## src/rtl/fan_ctrl_pkg.sv

```systemverilog
// Shared types, constants and the level-to-speed mapping for the fan controller.
package fan_ctrl_pkg;

    localparam int unsigned TEMP_W  = 7;
    localparam int unsigned SUM_W   = 9;
    localparam int unsigned ERR_W   = 8;
    localparam int unsigned WIN_LEN = 4;
    localparam int unsigned FILL_W  = 3;

    typedef enum logic [1:0] {
        ST_INIT  = 2'd0,
        ST_HOLD  = 2'd1,
        ST_DRIVE = 2'd2,
        ST_FAULT = 2'd3
    } state_t;

    typedef logic [1:0] level_t;

    localparam level_t LEVEL_SLOW = 2'd1;
    localparam level_t LEVEL_MED  = 2'd2;
    localparam level_t LEVEL_FAST = 2'd3;

    localparam logic [1:0] SPEED_OFF  = 2'd0;
    localparam logic [1:0] SPEED_ONE  = 2'd1;
    localparam logic [1:0] SPEED_TWO  = 2'd2;
    localparam logic [1:0] SPEED_THREE = 2'd3;

    // Registered controller outputs as one payload.
    typedef struct packed {
        logic [1:0] fan_speed;
        logic       sign;
        logic       at_target;
        logic       fault;
    } ctrl_out_t;

    localparam ctrl_out_t OUT_OFF   = '{fan_speed: SPEED_OFF, sign: 1'b0, at_target: 1'b0, fault: 1'b0};
    localparam ctrl_out_t OUT_HOLD  = '{fan_speed: SPEED_OFF, sign: 1'b0, at_target: 1'b1, fault: 1'b0};
    localparam ctrl_out_t OUT_FAULT = '{fan_speed: SPEED_OFF, sign: 1'b0, at_target: 1'b0, fault: 1'b1};

    // The plant's heating path divides faster, so heating codes run inverted.
    function automatic logic [1:0] map_speed(input logic sign, input level_t level);
        logic [1:0] code;
        code = SPEED_OFF;
        if (!sign) begin
            code = level;
        end else begin
            case (level)
                LEVEL_FAST: code = SPEED_ONE;
                LEVEL_MED:  code = SPEED_TWO;
                LEVEL_SLOW: code = SPEED_THREE;
                default:    code = SPEED_OFF;
            endcase
        end
        return code;
    endfunction

endpackage

```

## src/rtl/fan_speed_controller_if.sv

```systemverilog
// Control/status bundle between the fan controller and its environment.
interface fan_speed_controller_if;
    import fan_ctrl_pkg::*;

    logic              enable;
    logic              temp_update;
    logic [TEMP_W-1:0] temperature;
    logic [TEMP_W-1:0] setpoint;
    logic [1:0]        fan_speed;
    logic              sign;
    logic              at_target;
    logic              fault;

    modport master (
        output enable, temp_update, temperature, setpoint,
        input  fan_speed, sign, at_target, fault
    );

    modport slave (
        input  enable, temp_update, temperature, setpoint,
        output fan_speed, sign, at_target, fault
    );

endinterface

```

## src/rtl/temp_avg4.sv

```systemverilog
// Four-sample moving average of the plant temperature.
module temp_avg4
    import fan_ctrl_pkg::*;
(
    input  logic              clk,
    input  logic              rst,
    input  logic              enable,
    input  logic              temp_update,
    input  logic [TEMP_W-1:0] temperature,
    output logic [TEMP_W-1:0] avg_c,
    output logic              avg_valid_c
);

    logic [TEMP_W-1:0] window_q [WIN_LEN];
    logic [FILL_W-1:0] fill_q;
    logic [SUM_W-1:0]  sum_c;

    // Shift new samples in; a disabled controller keeps its history.
    always_ff @(posedge clk) begin
        if (rst) begin
            for (int i = 0; i < int'(WIN_LEN); i++) begin
                window_q[i] <= '0;
            end
            fill_q <= '0;
        end else if (enable && temp_update) begin
            window_q[0] <= temperature;
            for (int i = 1; i < int'(WIN_LEN); i++) begin
                window_q[i] <= window_q[i-1];
            end
            if (fill_q != FILL_W'(WIN_LEN)) begin
                fill_q <= fill_q + FILL_W'(1);
            end
        end
    end

    // Truncating average of the window.
    always_comb begin
        sum_c = SUM_W'(window_q[0]) + SUM_W'(window_q[1])
              + SUM_W'(window_q[2]) + SUM_W'(window_q[3]);
        avg_c       = TEMP_W'(sum_c >> 2);
        avg_valid_c = (fill_q == FILL_W'(WIN_LEN));
    end

endmodule

```

## src/rtl/fan_speed_controller.sv

```systemverilog
// Closed-loop fan controller: filtered error, deadband/hysteresis, dwell and stall protection.
module fan_speed_controller
    import fan_ctrl_pkg::*;
#(
    parameter int unsigned DEADBAND    = 1,
    parameter int unsigned HYST        = 2,
    parameter int unsigned MED_BAND    = 8,
    parameter int unsigned HIGH_BAND   = 20,
    parameter int unsigned MIN_DWELL   = 4,
    parameter int unsigned STALL_LIMIT = 16
) (
    input  logic                   CLK,
    input  logic                   RST,
    fan_speed_controller_if.slave  bus
);

    localparam int unsigned DWELL_W = $clog2(MIN_DWELL + 1);
    localparam int unsigned STALL_W = $clog2(STALL_LIMIT + 1);

    logic [TEMP_W-1:0]       avg_c;
    logic                    avg_valid_c;
    logic [TEMP_W-1:0]       setpoint_q;
    logic                    upd_q;

    logic signed [ERR_W-1:0] err_c;
    logic [TEMP_W-1:0]       mag_c;
    level_t                  level_c;
    logic                    want_sign_c;
    logic [1:0]              want_speed_c;
    ctrl_out_t               drive_out_c;
    logic                    drive_change_c;

    logic [DWELL_W-1:0]      dwell_inc_c;
    logic                    dwell_expired_c;
    logic [STALL_W-1:0]      stall_inc_c;
    logic                    stall_trip_c;

    state_t                  state_q, state_n;
    ctrl_out_t               out_q, out_n;
    logic [DWELL_W-1:0]      dwell_q, dwell_n;
    logic [STALL_W-1:0]      stall_q, stall_n;
    logic [TEMP_W-1:0]       prev_mag_q, prev_mag_n;

    temp_avg4 u_avg (
        .clk         (CLK),
        .rst         (RST),
        .enable      (bus.enable),
        .temp_update (bus.temp_update),
        .temperature (bus.temperature),
        .avg_c       (avg_c),
        .avg_valid_c (avg_valid_c)
    );

    // Capture the setpoint with each sample and delay the pulse to line up with the window.
    always_ff @(posedge CLK) begin
        if (RST) begin
            setpoint_q <= '0;
            upd_q      <= 1'b0;
        end else if (!bus.enable) begin
            upd_q      <= 1'b0;
        end else begin
            upd_q <= bus.temp_update;
            if (bus.temp_update) begin
                setpoint_q <= bus.setpoint;
            end
        end
    end

    // Signed error, its magnitude and the requested drive level.
    always_comb begin
        err_c = $signed({1'b0, avg_c}) - $signed({1'b0, setpoint_q});
        mag_c = err_c[ERR_W-1] ? TEMP_W'(-err_c) : err_c[TEMP_W-1:0];
        if (mag_c > TEMP_W'(HIGH_BAND)) begin
            level_c = LEVEL_FAST;
        end else if (mag_c > TEMP_W'(MED_BAND)) begin
            level_c = LEVEL_MED;
        end else begin
            level_c = LEVEL_SLOW;
        end
        want_sign_c    = err_c[ERR_W-1];
        want_speed_c   = map_speed(want_sign_c, level_c);
        drive_out_c    = '{fan_speed: want_speed_c, sign: want_sign_c, at_target: 1'b0, fault: 1'b0};
        drive_change_c = ({want_speed_c, want_sign_c} != {out_q.fan_speed, out_q.sign});
    end

    // Saturating dwell and stall counts as they would stand after this update.
    always_comb begin
        dwell_inc_c = (dwell_q == DWELL_W'(MIN_DWELL)) ? dwell_q : dwell_q + DWELL_W'(1);
        dwell_expired_c = (dwell_inc_c == DWELL_W'(MIN_DWELL));
        if (mag_c >= prev_mag_q) begin
            stall_inc_c = (stall_q == STALL_W'(STALL_LIMIT)) ? stall_q : stall_q + STALL_W'(1);
        end else begin
            stall_inc_c = '0;
        end
        stall_trip_c = (stall_inc_c == STALL_W'(STALL_LIMIT));
    end

    // State, output and counter registers.
    always_ff @(posedge CLK) begin
        if (RST) begin
            state_q    <= ST_INIT;
            out_q      <= OUT_OFF;
            dwell_q    <= '0;
            stall_q    <= '0;
            prev_mag_q <= '0;
        end else begin
            state_q    <= state_n;
            out_q      <= out_n;
            dwell_q    <= dwell_n;
            stall_q    <= stall_n;
            prev_mag_q <= prev_mag_n;
        end
    end

    // Next-state and output decision, evaluated once per filtered sample.
    always_comb begin
        state_n    = state_q;
        out_n      = out_q;
        dwell_n    = dwell_q;
        stall_n    = stall_q;
        prev_mag_n = prev_mag_q;

        if (!bus.enable) begin
            state_n    = ST_INIT;
            out_n      = OUT_OFF;
            dwell_n    = '0;
            stall_n    = '0;
            prev_mag_n = '0;
        end else if (upd_q) begin
            prev_mag_n = mag_c;
            case (state_q)
                ST_INIT: begin
                    if (avg_valid_c) begin
                        stall_n = '0;
                        if (mag_c <= TEMP_W'(DEADBAND)) begin
                            // Outputs stay off, so the next decision need not wait.
                            state_n = ST_HOLD;
                            out_n   = OUT_HOLD;
                            dwell_n = DWELL_W'(MIN_DWELL);
                        end else begin
                            state_n = ST_DRIVE;
                            out_n   = drive_out_c;
                            dwell_n = '0;
                        end
                    end
                end
                ST_HOLD: begin
                    dwell_n = dwell_inc_c;
                    if (mag_c > TEMP_W'(DEADBAND + HYST) && dwell_expired_c) begin
                        state_n = ST_DRIVE;
                        out_n   = drive_out_c;
                        dwell_n = '0;
                        stall_n = '0;
                    end
                end
                ST_DRIVE: begin
                    dwell_n = dwell_inc_c;
                    stall_n = stall_inc_c;
                    if (stall_trip_c) begin
                        state_n = ST_FAULT;
                        out_n   = OUT_FAULT;
                        dwell_n = '0;
                        stall_n = '0;
                    end else if (mag_c <= TEMP_W'(DEADBAND)) begin
                        if (dwell_expired_c) begin
                            state_n = ST_HOLD;
                            out_n   = OUT_HOLD;
                            dwell_n = '0;
                            stall_n = '0;
                        end
                    end else if (drive_change_c && dwell_expired_c) begin
                        out_n   = drive_out_c;
                        dwell_n = '0;
                    end
                end
                ST_FAULT: begin
                    out_n = OUT_FAULT;
                end
                default: begin
                    state_n = ST_INIT;
                    out_n   = OUT_OFF;
                end
            endcase
        end
    end

    assign bus.fan_speed = out_q.fan_speed;
    assign bus.sign      = out_q.sign;
    assign bus.at_target = out_q.at_target;
    assign bus.fault     = out_q.fault;

endmodule

```

## src/flat_wrapper.sv

```systemverilog
// flat-port wrapper written by rule: the top's interface ports become plain ports
module fan_speed_controller_flat import fan_ctrl_pkg::*;
#(
    parameter int unsigned DEADBAND    = 1,
    parameter int unsigned HYST        = 2,
    parameter int unsigned MED_BAND    = 8,
    parameter int unsigned HIGH_BAND   = 20,
    parameter int unsigned MIN_DWELL   = 4,
    parameter int unsigned STALL_LIMIT = 16
)
  (CLK, RST, bus_enable, bus_temp_update, bus_temperature, bus_setpoint, bus_fan_speed, bus_sign, bus_at_target, bus_fault);
  fan_speed_controller_if bus_i ();
  input  logic CLK;
  input  logic RST;
  input wire logic [$bits(bus_i.enable)-1:0] bus_enable;
  input wire logic [$bits(bus_i.temp_update)-1:0] bus_temp_update;
  input wire logic [$bits(bus_i.temperature)-1:0] bus_temperature;
  input wire logic [$bits(bus_i.setpoint)-1:0] bus_setpoint;
  output wire logic [$bits(bus_i.fan_speed)-1:0] bus_fan_speed;
  output wire logic [$bits(bus_i.sign)-1:0] bus_sign;
  output wire logic [$bits(bus_i.at_target)-1:0] bus_at_target;
  output wire logic [$bits(bus_i.fault)-1:0] bus_fault;
  assign bus_i.enable = bus_enable;
  assign bus_i.temp_update = bus_temp_update;
  assign bus_i.temperature = bus_temperature;
  assign bus_i.setpoint = bus_setpoint;
  assign bus_fan_speed = bus_i.fan_speed;
  assign bus_sign = bus_i.sign;
  assign bus_at_target = bus_i.at_target;
  assign bus_fault = bus_i.fault;
  fan_speed_controller #(.DEADBAND(DEADBAND), .HYST(HYST), .MED_BAND(MED_BAND), .HIGH_BAND(HIGH_BAND), .MIN_DWELL(MIN_DWELL), .STALL_LIMIT(STALL_LIMIT)) u_core (.CLK(CLK), .RST(RST), .bus(bus_i));
endmodule
```

## config.mk

```make
export PLATFORM = sky130hd
export DESIGN_NAME = fan_speed_controller_flat
export DESIGN_NICKNAME = d
export VERILOG_FILES = /design/src/rtl/fan_ctrl_pkg.sv /design/src/rtl/fan_speed_controller_if.sv /design/src/rtl/temp_avg4.sv /design/src/rtl/fan_speed_controller.sv /design/src/flat_wrapper.sv
export SDC_FILE = /design/constraint.sdc
export NUM_CORES = 1
export LEC_CHECK = 0
export ABC_AREA = 1
export BUFFER_PORTS_ARGS = -buffer_cell sky130_fd_sc_hd__buf_4
export CAP_MARGIN = 20
export CORE_MARGIN = 1.5
export CORE_UTILIZATION = 62
export DETAILED_ROUTE_END_ITERATION = 7
export HOLD_SLACK_MARGIN = 0.05
export PLACE_DENSITY_LB_ADDON = 0.12
export SKIP_LAST_GASP = 1
export SYNTH_ARGS = -nofsm -noshare
export SYNTH_HDL_FRONTEND = slang
export SYNTH_SLANG_ARGS = --single-unit
```

## constraint.sdc

```tcl
create_clock -name CLK -period 7 [get_ports CLK]
set_input_delay 0.7 -clock CLK [delete_from_list [all_inputs] [get_ports CLK]]
set_output_delay 0.7 -clock CLK [all_outputs]
set_load 0.02 [all_outputs]
```

# After elaboration in Yosys (flattened, before gate mapping)
# Memories as Yosys holds them, arrays and structs flattened.
# Index checks and enable logic that the tools add are counted.
totals:
  reg_bits: 33
  ramBits: 28
  elab_cells: 107
  n_memories: 1
op_classes:
  add_sub_neg: 8
  n_lt_le_gt_ge: 5
  n_eq_ne: 19
  muxes: 46
  bitwise: 5
  n_reduce_logical: 12
mem_list:
  columns: ["memory", "depth", "width", "read_ports", "rd_clocked_by_memory_dff", "wr", "line_no", "rtl"]
  rows:
  - ["u_core.u_avg.window_q", 4, 7, 4, 0, 4, "temp_avg4.sv:14", "logic [TEMP_W-1:0] window_q [WIN_LEN];"]
op_table:
  columns: ["op", "count"]
  rows:
  - ["5-bit 2-to-1 mux", 14]
  - ["7-bit 2-to-1 mux", 5]
  - ["3-bit 2-to-1 mux", 8]
  - ["5-bit case mux with 4 select lines", 1]
  - ["2-bit 2-to-1 mux", 9]
  - ["5-bit case mux with 3 select lines", 1]
  - ["2-bit case mux with 3 select lines", 2]
  - ["5-bit equality test, second input constant", 2]
  - ["8-bit by 7-bit adder with 9-bit output", 1]
  - ["9-bit by 7-bit adder with 9-bit output", 1]
  - ["3-bit equality test, second input constant", 3]
  - ["3-bit case mux with 3 select lines", 1]
  - ["7-bit by 7-bit adder with 8-bit output", 1]
  - ["2-bit equality test, second input constant", 4]
  - ["7-bit by 7-bit subtractor with 8-bit output", 1]
  - ["7-bit >= comparator", 1]
  - ["7-bit by 2-bit > comparator with 1-bit output, second input constant", 1]
  - ["7-bit by 4-bit > comparator with 1-bit output, second input constant", 1]
  - ["7-bit by 5-bit > comparator with 1-bit output, second input constant", 1]
  - ["7-bit by 1-bit less-or-equal comparator with 1-bit output, second input constant", 1]
  - ["7-bit negation", 1]
  - ["3-bit by 1-bit adder with 3-bit output, second input constant", 2]
  - ["3-bit by 1-bit inequality test with 1-bit output, second input constant", 2]
  - ["6-bit AND reduction", 1]
  - ["18 further kinds", 30]

# Longest topological paths before layout
# An unclocked memory read counts as a cell.
logic_depth:
  word_depth: 19
  ltp_mapped: 44
  depth_no_buf: 44

# Modules after synthesis
# Synthesis repeated with hierarchy kept, for this count alone.
unflattened:
  hier_cells: 594
  area_unflattened_um2: 4539.4
modules_own_cells:
  columns: ["mod", "instances", "cells_per_inst", "area_each_um2", "seq_area_each_um2"]
  rows:
  - ["fan_speed_controller", 1, 392, 2637.5, 600.6]
  - ["temp_avg4", 1, 202, 1901.8, 900.9]

# Worst setup path after synthesis
# Ideal clock, no wire load.
synth_path:
  path_kind: "register -> register"
  startpoint: "memory u_core.u_avg.window_q[3][2]"
  endpoint: "register u_core.out_q, in the netlist u_core.bus.fan_speed[0]"
  arrival_ps: 5423
  required_ps: 6886
  setup_slack_ps: 1463
  path_stages_with_launch: 36
  n_path_buf: 0
  synth_period_minus_slack_ps: 5537
  cell_sequence: "edfxtp_1 fa_1 fa_1 fa_1 a21oi_1 o21ai_0 a21o_1 a21oi_1 xnor2_1 ha_1 nand2_2 inv_1 nand2_1 nand2_1 a21oi_4 nand2_1 o21ai_2 inv_2 ha_1 nand2_1 o21ai_0 a31oi_1 o21ai_0 nand2_1 nand4_1 inv_1 nand2_1 nand2_1 inv_1 nand2_1 inv_1 nand2_1 nand2_2 inv_2 nor2_1 nor2_2"
synth_rtl:
  columns: ["element", "line_no", "rtl"]
  rows:
  - ["start: declaration", "temp_avg4.sv:14", null]
  - ["end signal: assignment", "fan_speed_controller.sv:108", "out_q <= out_n;"]
  - ["end: declaration", "fan_speed_controller.sv:39", "ctrl_out_t out_q, out_n;"]

==> out/metrics.cfg <==
[die]
dieWidth_microns = 86.0
core_area_sq_um = 6720
start_util_pct = 63.6
die_h_microns = 86.0
rows = 30
die_area_sq_um = 7400
pin_count = 23

[global_route]
antenna_found_initial = 0
grt_pass1_vias = 3304
gr-total-overflow = 0
grt_first_pass_wirelength_microns = 14200
grt_use_total_pct = 24.2
grt_max_degree = 35

[clock_tree]
clkTransAtPathRegs_ps = 70
hold_buffers = 0
htreeDepth = 3
clk_latency_ps = 340
cts_setup_buffers = 0
cts_root_buf = clkbuf_8
cts_tree = built
clockBufferDepth = 2
cts_buffers = 9
cts.sink_count = 61
cts_resized = 0

[power_and_ir_drop]
internal_power_w = 0.00105
total_leakage_power_nw = 2.31
power_frac_comb_pct = 66.8
p_clk_share_pct = 14.5
vdd_ir_drop_max_uv = 232
powerDensity_nw_per_um2 = 449
p_sw_share_pct = 50.3
seqPwrFrac_pct = 18.7
p_switching_w = 0.00106

[critical_path]
end_kind = register
start_kind = register
path_common_cell = nand2_1
critPathMaxFanout = 9
max_stage_delay_ps = 520
arrival_ps = 6400
critPathRequiredTime_ps = 7250
critical-path-slowest-cell = fa_1
worstSetupPathType = register to register

[logic_synthesis]
syn_nets = 621
syn_area_sq_um = 4270
ys.flop_type = dfxtp_1
synth_edf_count = 28
synth_warnings = 0
avgSynthCellArea_sq_um = 7.68
synth_seq_area_share_pct = 35.1
syn_inst = 556
yosys-top-cells-area = edfxtp_1 (20%), dfxtp_1 (15%), inv_1 (11%)
synth_top_cell_area_share_pct = 19.7
async_reset_ff_share_pct = 0
synth_top_cell_by_area = edfxtp_1
ys_ff_latch = 61
synth_cell_type_count = 34

[placement]
place_area_sq_um = 4520
dpl_worst_slack_ps = 854
dp_hpwl_microns = 6240
portBuffers = 22
gp_congestion = 0.925

[sta]
period_minus_slack_ps = 6150
final_hold_viol_count = 0
max_freq_mhz = 163
finClkSkew_ps = 6.22
setup_ws_ps = 848
drv_slew = 0
tightestPinTransition_ps = 687
tns_ps = 0
slew_headroom_pct = 54.0
rsz0062_at_grt = false
setup_viol = 0
fin_crit_sh_pct = 87.9

[detailed_routing]
first_iter_violations = 145
drt_first_pass_iters = 4
detail-route-antenna-nets = 0
routed_wl_microns = 7980
avgViaCountPerCell = 5.13
vias = 3439
routedWlPerCell_microns = 11.9
drc = 0

[cells_and_area]
finalNetCount = 650
final_util_pct = 70.1
diodes = 0
final_area_sq_um = 4710
syn_to_final_growth_pct = 10.2
drive_gt1_share_pct = 12.4

[outcome]
status = complete, no violations

[job]
maxCapViolCount = 0

[min_path]
worstHoldPathType = register to register

==> Yosys cell counts, drive strengths merged, types with 2 or more instances <==
cell type	count
inv	132
nand2	115
nor2	65
nand3	34
dfxtp	33
ha	32
a21oi	30
o21ai	30
edfxtp	28
fa	15
nand4	9
xor2	7
a211oi	6
buf	5
nor3	5
xnor2	4
a21o	2
==> metrics by stage <==
stage	hold WS, ps	total power (W)	cells
2_1_floorplan	447	0.00155	556
3_3_place_gp	461	0.00176	654
3_5_place_dp	475	0.00181	654
4_1_cts	485	0.00212	670
5_1_grt	518	0.00234	670
6_report	483	0.00211	670
==> registers in the layout (all words and copies together) (netlist names) <==
name                   count
u_core.bus.at_target       1
u_core.bus.fan_speed       2
u_core.bus.fault           1
u_core.bus.sign            1
u_core.dwell_q             3
u_core.prev_mag_q          7
u_core.setpoint_q          7
u_core.stall_q             5
u_core.state_q             2
u_core.u_avg.fill_q        3
u_core.u_avg.window_q     28
u_core.upd_q               1
==> path summary, 6_finish.rpt <==
path | start | to | slack (ps) | depth (start not counted)
max | u_core.u_avg.window_q[3][1] | u_core.stall_q[3] | 850 | 36
min | u_core.u_avg.fill_q[2] | u_core.u_avg.fill_q[2] | 480 | 2
max reg2reg | u_core.u_avg.window_q[3][1] | u_core.stall_q[3] | 850 | 36
min reg2reg | u_core.u_avg.fill_q[2] | u_core.u_avg.fill_q[2] | 480 | 2
==> layer usage <==
| layer | share of wire, % | vias up | global-route usage [%] |
|---|---|---|---|
| met5 | 0 | - | 0 |
| met4 | 1.8 | 0 | 9.97 |
| met3 | 2.5 | 13 | 4.33 |
| met2 | 47 | 50 | 40.6 |
| met1 | 48 | 1581 | 31.0 |
| li1 | - | 1795 | - |
==> final cells by class <==
class	count	area, sq um
multi-input combinational	358	2250
fill	557	2010
clock inverter	5	50.0
tap	80	100
inverter	132	495
timing repair buffer	23	173
clock buffer	11	141
sequential	61	1500
==> cell families (layout without fill, tap and decap cells) <==
kind of cell,count (synthesis),after routing,synth area share [%]
adder cells (fa/ha/maj),47,47,16.4
AND/OR/NAND/NOR,229,229,24.0
AO/OA/AOI/OAI,71,71,9.75
flip-flops,61,61,35.1
buffers and inverters,137,171,12.2
XOR/XNOR,11,11,2.43
==> placed cells by master, fill, tap and decap left out <==
cell type	count
nand2_1	104
clkinv_2	4
fa_1	15
nor3_1	4
clkbuf_1	1
or2_2	1
xnor2_1	3
a21o_1	2
a21oi_4	2
a21boi_0	1
bufinv_16	1
nor3_2	1
clkbuf_8	10
buf_4	23
o32ai_1	1
nand3_2	5
nor2_4	2
nor2_1	62
a211oi_1	6
nand3_4	1
dfxtp_1	33
nand2_2	10
a21oi_1	28
nor2_2	1
xnor2_2	1
nand4_1	9
a31oi_1	1
nand3_1	28
o21ai_0	27
xor2_1	7
inv_1	125
ha_1	32
edfxtp_1	28
nand2_4	1
o21ai_2	3
inv_2	7
==> power groups by stage <==
| stage | logic [W] | clock network [W] | registers [W] |
|---|---|---|---|
| 2_1_floorplan | 0.00115 | 0 | 0.000401 |
| 3_3_place_gp | 0.00136 | 0 | 0.000402 |
| 3_5_place_dp | 0.00140 | 0 | 0.000403 |
| 4_1_cts | 0.00141 | 0.000312 | 0.000395 |
| 5_1_grt | 0.00162 | 0.000327 | 0.000397 |
| 6_report | 0.00141 | 0.000307 | 0.000395 |
==> critical path, delay by kind of cell, from the launching register on <==
kind	cells	cell delay, ps
XOR/XNOR	1	140
AO/OA/AOI/OAI	11	1950
adder cells (fa/ha/maj)	5	1960
AND/OR/NAND/NOR	13	1300
buffers and inverters	6	390
flip-flops	1	330
Power figures use the tool's default switching activity.
